**src/rtl/btn_pkg.sv**
```systemverilog
`default_nettype none
// +--------------------------------------------------------------------+
// | btn_pkg: shared FSM encoding, event codes and counter sizing.       |
// | Rev 1.0                                                             |
// +--------------------------------------------------------------------+
package btn_pkg;

  localparam logic [2:0] IDLE      = 3'd0;
  localparam logic [2:0] PRESS_DEB = 3'd1;
  localparam logic [2:0] HELD      = 3'd2;
  localparam logic [2:0] LONG_HELD = 3'd3;
  localparam logic [2:0] REL_DEB   = 3'd4;

  localparam logic [1:0] NONE  = 2'd0;
  localparam logic [1:0] SHORT = 2'd1;
  localparam logic [1:0] LONG  = 2'd2;

  // Bits needed to hold 0..max_val inclusive, never narrower than one bit.
  function automatic int cnt_width(input longint unsigned max_val);
    int w;
    w = $clog2(max_val + 64'd1);
    return (w < 1) ? 1 : w;
  endfunction

endpackage
`default_nettype wire

```
**src/rtl/btn_channel.sv**
```systemverilog
`default_nettype none
// +--------------------------------------------------------------------+
// | btn_channel: synchronise, debounce, time and stretch one button.    |
// | Optional macro BTN_AUTO_REPEAT_EN: re-fire long event while held.   |
// | Rev 1.0                                                             |
// +--------------------------------------------------------------------+
module btn_channel
  import btn_pkg::*;
#(
  parameter int unsigned DEBOUNCE_CYCLES = 1_000_000,
  parameter int unsigned LONG_CYCLES     = 100_000_000,
  parameter int unsigned PULSE_CYCLES    = 100_000_000
`ifdef BTN_AUTO_REPEAT_EN
  ,
  parameter int unsigned REPEAT_CYCLES   = 50_000_000
`endif
) (
  input  logic clk,
  input  logic rst,
  input  logic btn,
  output logic ev_short,
  output logic ev_long
);

  // Debounce counting starts at 1 on the first qualifying sample, so
  // DEBOUNCE_CYCLES is expected to be at least 2.
  localparam int c_deb_w = cnt_width(DEBOUNCE_CYCLES);
  localparam logic [c_deb_w-1:0] c_deb_one  = c_deb_w'(1);
  localparam logic [c_deb_w-1:0] c_deb_last = c_deb_w'(DEBOUNCE_CYCLES - 1);

  localparam int c_dur_w = cnt_width(LONG_CYCLES);
  localparam logic [c_dur_w-1:0] c_dur_one   = c_dur_w'(1);
  localparam logic [c_dur_w-1:0] c_dur_max   = c_dur_w'(LONG_CYCLES);
  localparam logic [c_dur_w-1:0] c_long_last = c_dur_w'(LONG_CYCLES - 1);

  localparam int c_pls_w = cnt_width(PULSE_CYCLES);
  localparam logic [c_pls_w-1:0] c_pls_one  = c_pls_w'(1);
  localparam logic [c_pls_w-1:0] c_pls_load = c_pls_w'(PULSE_CYCLES);

`ifdef BTN_AUTO_REPEAT_EN
  localparam int c_rep_w = cnt_width(REPEAT_CYCLES);
  localparam logic [c_rep_w-1:0] c_rep_one  = c_rep_w'(1);
  localparam logic [c_rep_w-1:0] c_rep_last = c_rep_w'(REPEAT_CYCLES - 1);

  logic [c_rep_w-1:0] r_rep_cnt;
  logic               w_rep_hit;
`endif

  logic               r_sync1;
  logic               r_sync2;
  logic [2:0]         r_state;
  logic [2:0]         w_state_next;
  logic [c_deb_w-1:0] r_deb_cnt;
  logic [c_dur_w-1:0] r_dur_cnt;
  logic               r_short_flag;
  logic [1:0]         w_evt;
  logic [1:0]         r_evt;
  logic [c_pls_w-1:0] r_pulse_cnt;
  logic               r_short_q;
  logic               r_long_q;
  logic               w_deb_done;
  logic               w_long_hit;

  assign w_deb_done = (r_deb_cnt >= c_deb_last);
  assign w_long_hit = (r_dur_cnt >= c_long_last);
`ifdef BTN_AUTO_REPEAT_EN
  assign w_rep_hit  = (r_rep_cnt >= c_rep_last);
`endif

  always_ff @(posedge clk or negedge rst) begin
    if (!rst) begin
      r_sync1 <= 1'b0;
      r_sync2 <= 1'b0;
    end else begin
      r_sync1 <= btn;
      r_sync2 <= r_sync1;
    end
  end

  always_ff @(posedge clk or negedge rst) begin
    if (!rst) r_state <= IDLE;
    else      r_state <= w_state_next;
  end

  always_comb begin
    w_state_next = r_state;
    case (r_state)
      IDLE:      if (r_sync2) w_state_next = PRESS_DEB;
      PRESS_DEB: begin
        if (!r_sync2)        w_state_next = IDLE;
        else if (w_deb_done) w_state_next = HELD;
      end
      HELD: begin
        if (!r_sync2)        w_state_next = REL_DEB;
        else if (w_long_hit) w_state_next = LONG_HELD;
      end
      LONG_HELD: if (!r_sync2) w_state_next = REL_DEB;
      REL_DEB: begin
        if (r_sync2)         w_state_next = r_short_flag ? HELD : LONG_HELD;
        else if (w_deb_done) w_state_next = IDLE;
      end
      default:               w_state_next = IDLE;
    endcase
  end

  always_comb begin
    w_evt = NONE;
    case (r_state)
      HELD:      if (r_sync2 && w_long_hit) w_evt = LONG;
`ifdef BTN_AUTO_REPEAT_EN
      LONG_HELD: if (r_sync2 && w_rep_hit) w_evt = LONG;
`endif
      REL_DEB:   if (!r_sync2 && w_deb_done && r_short_flag) w_evt = SHORT;
      default:   w_evt = NONE;
    endcase
  end

  // Debounce, duration and (optional) repeat counters follow the FSM.
  always_ff @(posedge clk or negedge rst) begin
    if (!rst) begin
      r_deb_cnt    <= '0;
      r_dur_cnt    <= '0;
      r_short_flag <= 1'b0;
`ifdef BTN_AUTO_REPEAT_EN
      r_rep_cnt    <= '0;
`endif
    end else begin
      case (r_state)
        IDLE: begin
          r_deb_cnt <= r_sync2 ? c_deb_one : '0;
          r_dur_cnt <= '0;
`ifdef BTN_AUTO_REPEAT_EN
          r_rep_cnt <= '0;
`endif
        end
        PRESS_DEB: begin
          if (!r_sync2 || w_deb_done) r_deb_cnt <= '0;
          else                        r_deb_cnt <= r_deb_cnt + c_deb_one;
          if (r_sync2 && w_deb_done)  r_dur_cnt <= '0;
        end
        HELD: begin
          if (!r_sync2) begin
            r_deb_cnt    <= c_deb_one;
            r_short_flag <= 1'b1;
          end else begin
            if (r_dur_cnt != c_dur_max) r_dur_cnt <= r_dur_cnt + c_dur_one;
`ifdef BTN_AUTO_REPEAT_EN
            if (w_long_hit) r_rep_cnt <= '0;
`endif
          end
        end
        LONG_HELD: begin
          if (!r_sync2) begin
            r_deb_cnt    <= c_deb_one;
            r_short_flag <= 1'b0;
          end
`ifdef BTN_AUTO_REPEAT_EN
          else if (w_rep_hit) r_rep_cnt <= '0;
          else                r_rep_cnt <= r_rep_cnt + c_rep_one;
`endif
        end
        REL_DEB: begin
          if (r_sync2 || w_deb_done) r_deb_cnt <= '0;
          else                       r_deb_cnt <= r_deb_cnt + c_deb_one;
        end
        default: r_deb_cnt <= '0;
      endcase
    end
  end

  // A new event reloads the stretch and replaces the previous event type.
  always_ff @(posedge clk or negedge rst) begin
    if (!rst) begin
      r_evt       <= NONE;
      r_pulse_cnt <= '0;
      r_short_q   <= 1'b0;
      r_long_q    <= 1'b0;
    end else begin
      r_evt <= w_evt;
      if (r_evt != NONE) begin
        r_pulse_cnt <= c_pls_load;
        r_short_q   <= (r_evt == SHORT);
        r_long_q    <= (r_evt == LONG);
      end else if (r_pulse_cnt != '0) begin
        r_pulse_cnt <= r_pulse_cnt - c_pls_one;
        if (r_pulse_cnt == c_pls_one) begin
          r_short_q <= 1'b0;
          r_long_q  <= 1'b0;
        end
      end
    end
  end

  assign ev_short = r_short_q;
  assign ev_long  = r_long_q;

endmodule
`default_nettype wire

```
**src/rtl/button_press_classifier.sv**
```systemverilog
`default_nettype none
// +--------------------------------------------------------------------+
// | button_press_classifier: two independent short/long press channels.|
// | Optional macro BTN_AUTO_REPEAT_EN: auto-repeat of the long event.   |
// | Rev 1.0                                                             |
// +--------------------------------------------------------------------+
module button_press_classifier
  import btn_pkg::*;
#(
  parameter int unsigned DEBOUNCE_CYCLES = 1_000_000,
  parameter int unsigned LONG_CYCLES     = 100_000_000,
  parameter int unsigned PULSE_CYCLES    = 100_000_000
`ifdef BTN_AUTO_REPEAT_EN
  ,
  parameter int unsigned REPEAT_CYCLES   = 50_000_000
`endif
) (
  input  logic clk,
  input  logic rst,
  input  logic btn0,
  input  logic btn1,
  output logic b0short,
  output logic b0long,
  output logic b1short,
  output logic b1long
);

  btn_channel #(
    .DEBOUNCE_CYCLES(DEBOUNCE_CYCLES),
    .LONG_CYCLES    (LONG_CYCLES),
    .PULSE_CYCLES   (PULSE_CYCLES)
`ifdef BTN_AUTO_REPEAT_EN
    ,
    .REPEAT_CYCLES  (REPEAT_CYCLES)
`endif
  ) u_ch0 (
    .clk     (clk),
    .rst     (rst),
    .btn     (btn0),
    .ev_short(b0short),
    .ev_long (b0long)
  );

  btn_channel #(
    .DEBOUNCE_CYCLES(DEBOUNCE_CYCLES),
    .LONG_CYCLES    (LONG_CYCLES),
    .PULSE_CYCLES   (PULSE_CYCLES)
`ifdef BTN_AUTO_REPEAT_EN
    ,
    .REPEAT_CYCLES  (REPEAT_CYCLES)
`endif
  ) u_ch1 (
    .clk     (clk),
    .rst     (rst),
    .btn     (btn1),
    .ev_short(b1short),
    .ev_long (b1long)
  );

endmodule
`default_nettype wire

```
**config.mk**
```make
export PLATFORM = sky130hd
export DESIGN_NAME = button_press_classifier
export DESIGN_NICKNAME = d
export VERILOG_FILES = /design/src/rtl/btn_pkg.sv /design/src/rtl/btn_channel.sv /design/src/rtl/button_press_classifier.sv
export SDC_FILE = /design/constraint.sdc
export NUM_CORES = 1
export LEC_CHECK = 0
export BUFFER_PORTS_ARGS = -buffer_cell sky130_fd_sc_hd__buf_4
export CORE_ASPECT_RATIO = 1.5
export CORE_UTILIZATION = 50
export CTS_CLUSTER_SIZE = 8
export DETAILED_ROUTE_END_ITERATION = 16
export GPL_TIMING_DRIVEN = 0
export PLACE_DENSITY = 0.65
export SLEW_MARGIN = 20
export SYNTH_ARGS = -nofsm -noshare
export SYNTH_HDL_FRONTEND = slang
export SYNTH_SLANG_ARGS = --single-unit
export TNS_END_PERCENT = 5
```
**constraint.sdc**
```tcl
create_clock -name clk -period 2.8 [get_ports clk]
set_clock_uncertainty 0.05 [all_clocks]
set_input_delay 0.28 -clock clk [delete_from_list [all_inputs] [get_ports clk]]
set_output_delay 0.28 -clock clk [all_outputs]
set_load 0.01 [all_outputs]
```
* Yosys cells after proc, flatten, opt, wreduce, memory -nomap -nowiden *
Index checks and enable logic that the tools add are counted.

cells by class
  magnitude comparators = 4
  $add $sub $neg = 6
  equal/unequal tests = 36
  mux-type cells = 62
  reductions and logical operators = 38

operator list
  kind                     count
  $mux W27                 10
  $pmux W27 S3             2
  $pmux W20 S4             2
  $mux W20                 6
  $add A27 B1 Y27 const B  2
  $eq A27 B1 Y1 const B    2
  $ge A27 B27 Y1 const B   2
  $ne A27 B27 Y1 const B   2
  $reduce_bool A27 Y1      2
  $sub A27 B1 Y27 const B  2
  $mux W3                  16
  $add A20 B1 Y20 const B  2
  $ge A20 B20 Y1 const B   2
  $pmux W3 S5              2
  $mux W1                  18
  $ne A2 B1 Y1 const B     8
  $reduce_bool A2 Y1       8
  $eq A3 B2 Y1 const B     4
  $ne A2 B2 Y1 const B     6
  $ne A3 B3 Y1 const B     4
  $reduce_and A5 Y1        2
  $logic_and A1 B1 Y1      8
  $pmux W2 S2              2
  $reduce_and A4 Y1        2
  14 further kinds         30

storage, ports and cells
  output and inout port bits = 4
  input port bits = 4
  bits in registers = 168
  word-level logic and storage cells = 166

* Logic depth before layout (Yosys ltp) *
  depth in word-level cells = 5
  depth in mapped cells = 9
  depth with buffers taken out = 8

* Cells and area by module *
A second synthesis with hierarchy kept.

second synthesis, totals
  cells, all modules = 1083
  area, all modules = 9720.6 um^2

modules (own cells, without submodules)
  module                area each (um^2)  instances  cells an instance
  btn_channel at u_ch1  5033.6            1          559
  btn_channel at u_ch0  4687.0            1          524

* Worst setup path before layout *
Ideal clock, no wire load.

  kind = register to register
  start = register u_ch0.r_pulse_cnt[11]
  end = register u_ch0.r_pulse_cnt[3]
  setup slack = 323 ps
  library setup time = 132 ps
  stages on the path, launching flop included = 8
  arrival time = 2295 ps
  cell sequence = dfrtp_1 or4_4 or4_4 or3_2 buf_2 and3b_1 xnor2_1 nor2_1

on the way
  cells in the longest elaborated chain, start to end = 2

RTL lines
  what                                 RTL line            text
  start, declared                      btn_channel.sv:58   logic [c_pls_w-1:0] r_pulse_cnt;
  start signal, assigned               btn_channel.sv:181  r_pulse_cnt <= c_pls_load;
  start signal, assigned               btn_channel.sv:185  r_pulse_cnt <= r_pulse_cnt - c_pls_one;
  $reduce_bool A27 Y1                  btn_channel.sv:184  end else if (r_pulse_cnt != '0) begin
  $reduce_bool A2 Y1 (no source line)  -

No other way between the ends.
A chain may end at the register's enable or synchronous reset.

* Final worst setup path *
  start = register u_ch1.r_pulse_cnt[9]
  end = register u_ch1.r_pulse_cnt[22]

on the way
  cells in the longest elaborated chain, start to end = 3
  elaborated cells on any way between the ends = 5

RTL lines
  what                    RTL line            text
  start, declared         btn_channel.sv:58
  start signal, assigned  btn_channel.sv:181
  start signal, assigned  btn_channel.sv:185
  $sub A27 B1 Y27         btn_channel.sv:185
  $mux W27                btn_channel.sv:184
  $mux W27                btn_channel.sv:180  if (r_evt != NONE) begin

Several ways; a longest one is shown, not always the timed one. The select of a mux whose other input is x is not followed.

==> results.sh <==
export IMPL_die_height_um=166
export IMPL_synth_area_um2=8970
export IMPL_vdd_drop_max_mv=0.367
export IMPL_vias=7380
export IMPL_cts_buffer_depth=2
export IMPL_slew_violations=0
export IMPL_antenna_found_initial=0
export IMPL_diodes=0
export IMPL_cp_slowest_cell="nor3_1"
export IMPL_clk_pin_slew_worst_paths_ps=60
export IMPL_start_util_pct=51.5
export IMPL_syn_avg_cell_area_um2=8.97
export IMPL_synth_cell_type_count=61
export IMPL_drive_above_1_share_pct=7.10
export IMPL_cts_root_buffer="clkbuf_16"
export IMPL_synth_seq_area_share_pct=46.8
export IMPL_critical_path_buf_inv_count=0
export IMPL_power_density_nw_per_um2=493
export IMPL_synthFlopType="dfrtp_1"
export IMPL_cp_cell_sequence="or4_1 -> or3_1 -> nor3_1 -> nand3b_1 -> xor2_1 -> nand2_1"
export IMPL_antenna_left=0
export IMPL_routed_wl_um=19000
export IMPL_io_buffers=7
export IMPL_layout_min_cycle_time_ps=2650
export IMPL_cp_arrival_ps=2890
export IMPL_fmax_mhz=377
export IMPL_hp_class="reg -> reg"
export IMPL_setup_violations=0
export IMPL_finalWeightedCongestion=0.806
export IMPL_required_ps=3030
export IMPL_period_share_pct=94.7
export IMPL_leakage_nw=4.34
export IMPL_route_detailed_drc=0
export IMPL_syn_to_final_growth_pct=11.4
export IMPL_clkLatencyLatePin_ps=430
export IMPL_cts_buffers=17
export IMPL_outcome="finished, final reports clean"
export IMPL_critical_path_max_stage_delay_ps=590
export IMPL_layout_common_cells="dfrtp_1, nor2_1, nand2_1"
export IMPL_fin_hold_ws_ps=300
export IMPL_grt_pass1_wl_um=33900
export IMPL_cap_violations=0
export IMPL_synth_fp_nets=1014
export IMPL_pin_count=8
export IMPL_max_slew_margin_rel_pct=51.6
export IMPL_htreeDepth=4
export IMPL_row_count=59
export IMPL_drt_wirelength_per_cell_um=15.1
export IMPL_dp_final_hpwl_um=12900
export IMPL_yosysWarnings=0
export IMPL_grt_pass1_vias=7366
export IMPL_finalHoldViolations=0
export IMPL_final_nets=1044
export IMPL_criticalPathCategory="reg -> reg"
export IMPL_crit_family="simple AND/OR/NAND/NOR gates"
export IMPL_post_cts_setup_buffers=0
export IMPL_cts_tree="done"
export IMPL_grt_max_degree=96
export IMPL_drtIter0Drc=469
export IMPL_coreArea_um2=17400
export IMPL_fp_dieW_um=111
export IMPL_drtPass1Iterations=5
export IMPL_critical_path_startpoint_type="flip-flop"
export IMPL_ff_latch_area_um2=4200
export IMPL_crit_path_end_kind="flip-flop"
export IMPL_gr_usage_all_layers_pct=22.0
export IMPL_n_fill_cell=1558
export IMPL_dieArea_um2=18500
export IMPL_rsz0062_at_grt="true"
export IMPL_path_max_fanout=5
export IMPL_synth_edf_count=0
export IMPL_synth_async_reset_ratio_pct=100
export IMPL_syn_inst=1000
export IMPL_worstMarginPinSlew_ps=722
export IMPL_grt_overflow_total=0
export IMPL_vias_per_cell=5.88
export IMPL_synth_ff_latch_count=168
export IMPL_p_total_mw=4.93
export IMPL_multiInputGateArea_um2=4580
export IMPL_final_common_cell="dfrtp_1"
export IMPL_clock_sinks=168
[metrics by stage]
step           setup TNS [ps]  utilization [%]  worst slack (ps)  instance area [µm²]  instances
2_1_floorplan               0                -               323                 8970       1000
3_5_place_dp            -2100             53.5              -163                 9330       1221
6_report                    0             57.4               148                10000       1255
3_3_place_gp            -1880             53.3              -176                 9290       1220
4_1_cts                     0             57.1              26.1                 9950       1255
5_1_grt                  -242             57.4             -88.6                10000       1255
[cells by family (layout without fill, tap and decap cells)]
logic type	after synthesis	in the layout	synth area share [%]
fa+ha+maj	10	10	1.39
xor+xnor	60	60	5.86
mux	3	3	0.335
simple gates	485	485	28.2
compound gates	209	209	14.6
flops	168	168	46.8
buf+inv	65	107	2.86
[state kept, by name (all words and copies together), names as in the netlist, 2 cells and up]
name and count:
u_ch0.r_dur_cnt 27, u_ch0.r_pulse_cnt 27, u_ch1.r_dur_cnt 27, u_ch1.r_pulse_cnt 27, u_ch0.r_deb_cnt 20, u_ch1.r_deb_cnt 20, u_ch0.r_state 3, u_ch1.r_state 3
u_ch0.r_evt 2, u_ch1.r_evt 2
[worst register-to-register path, cell delays in order (launching register included)]
cell      delay (ps)
dfrtp_1          420
or4_1            570
or3_1            470
nor3_1           590
nand3b_1         180
xor2_1           160
nand2_1           80
[synth_stat cells, drive strengths merged (6+ instances only)]
cell type	instances	share of area, %
nand3	48	2.7
o22a	9	0.88
o21ai	82	4.6
or3	31	2.3
nand2b	13	0.91
nor2b	9	0.63
ha	10	1.4
inv	27	1.1
nand3b	10	0.84
nand2	91	3.8
nor3b	6	0.56
clkbuf	31	1.3
o31ai	14	1.2
and4	16	1.6
or4	12	1.1
nand4	33	2.3
nor4	21	1.5
o41ai	7	0.68
buf	7	0.43
a21oi	47	2.6
a31oi	15	1.0
xor2	31	3.0
nor2	122	5.1
o211ai	6	0.56
dfrtp	168	47
and3	18	1.3
xnor2	29	2.8
nor3	36	2.1
[power breakdown]
group	total (mW)	leakage (nW)	switching [mW]	internal (mW)
sequential	2.45	2.33	0.0129	2.44
clock	2.28	0.269	0.959	1.32
combinational	0.201	1.74	0.147	0.0539
[metal layers]
metal | part of all wire, % | up-vias | GRT usage, %
met5 | 0 | - | 0
met4 | 1.5 | 0 | 7.93
met3 | 1.9 | 24 | 3.36
met2 | 52 | 74 | 39.6
met1 | 45 | 3599 | 26.5
li1 | - | 3683 | -
[repair_timing]
action | CTS | global route
pin swaps | 0 | 1
hold endpoints to repair | 96 | 0
endpoints found under the setup margin | 22 | 36
resized for setup | 5 | 8
hold buffers | 3 | 0
[path summary, 6_finish.rpt]
| check | start | to | slack (ps) | cells after the start |
|---|---|---|---|---|
| min reg2reg | u_ch0.r_sync1 | u_ch0.r_sync2 | 300 | 0 |
| max reg2reg | u_ch1.r_pulse_cnt[9] | u_ch1.r_pulse_cnt[22] | 150 | 6 |
| min in group asynchronous | rst | u_ch1.r_dur_cnt[20] | 430 | 2 |
| max | u_ch1.r_pulse_cnt[9] | u_ch1.r_pulse_cnt[22] | 150 | 6 |
| min | u_ch0.r_sync1 | u_ch0.r_sync2 | 300 | 0 |
| max in group asynchronous | rst | u_ch0.r_pulse_cnt[6] | 1440 | 3 |
[area by class of cell]
| cell class | instances | area share, % |
|---|---|---|
| Inverter | 27 | 1.01 |
| Tap cell | 213 | 2.66 |
| Buffer | 38 | 1.56 |
| Clock inverter | 13 | 1.31 |
| Multi-Input combinational cell | 767 | 45.8 |
| Timing Repair Buffer | 11 | 1.18 |
| Clock buffer | 18 | 4.39 |
| Sequential cell | 168 | 42.0 |
(Power assumes the default switching activity.)
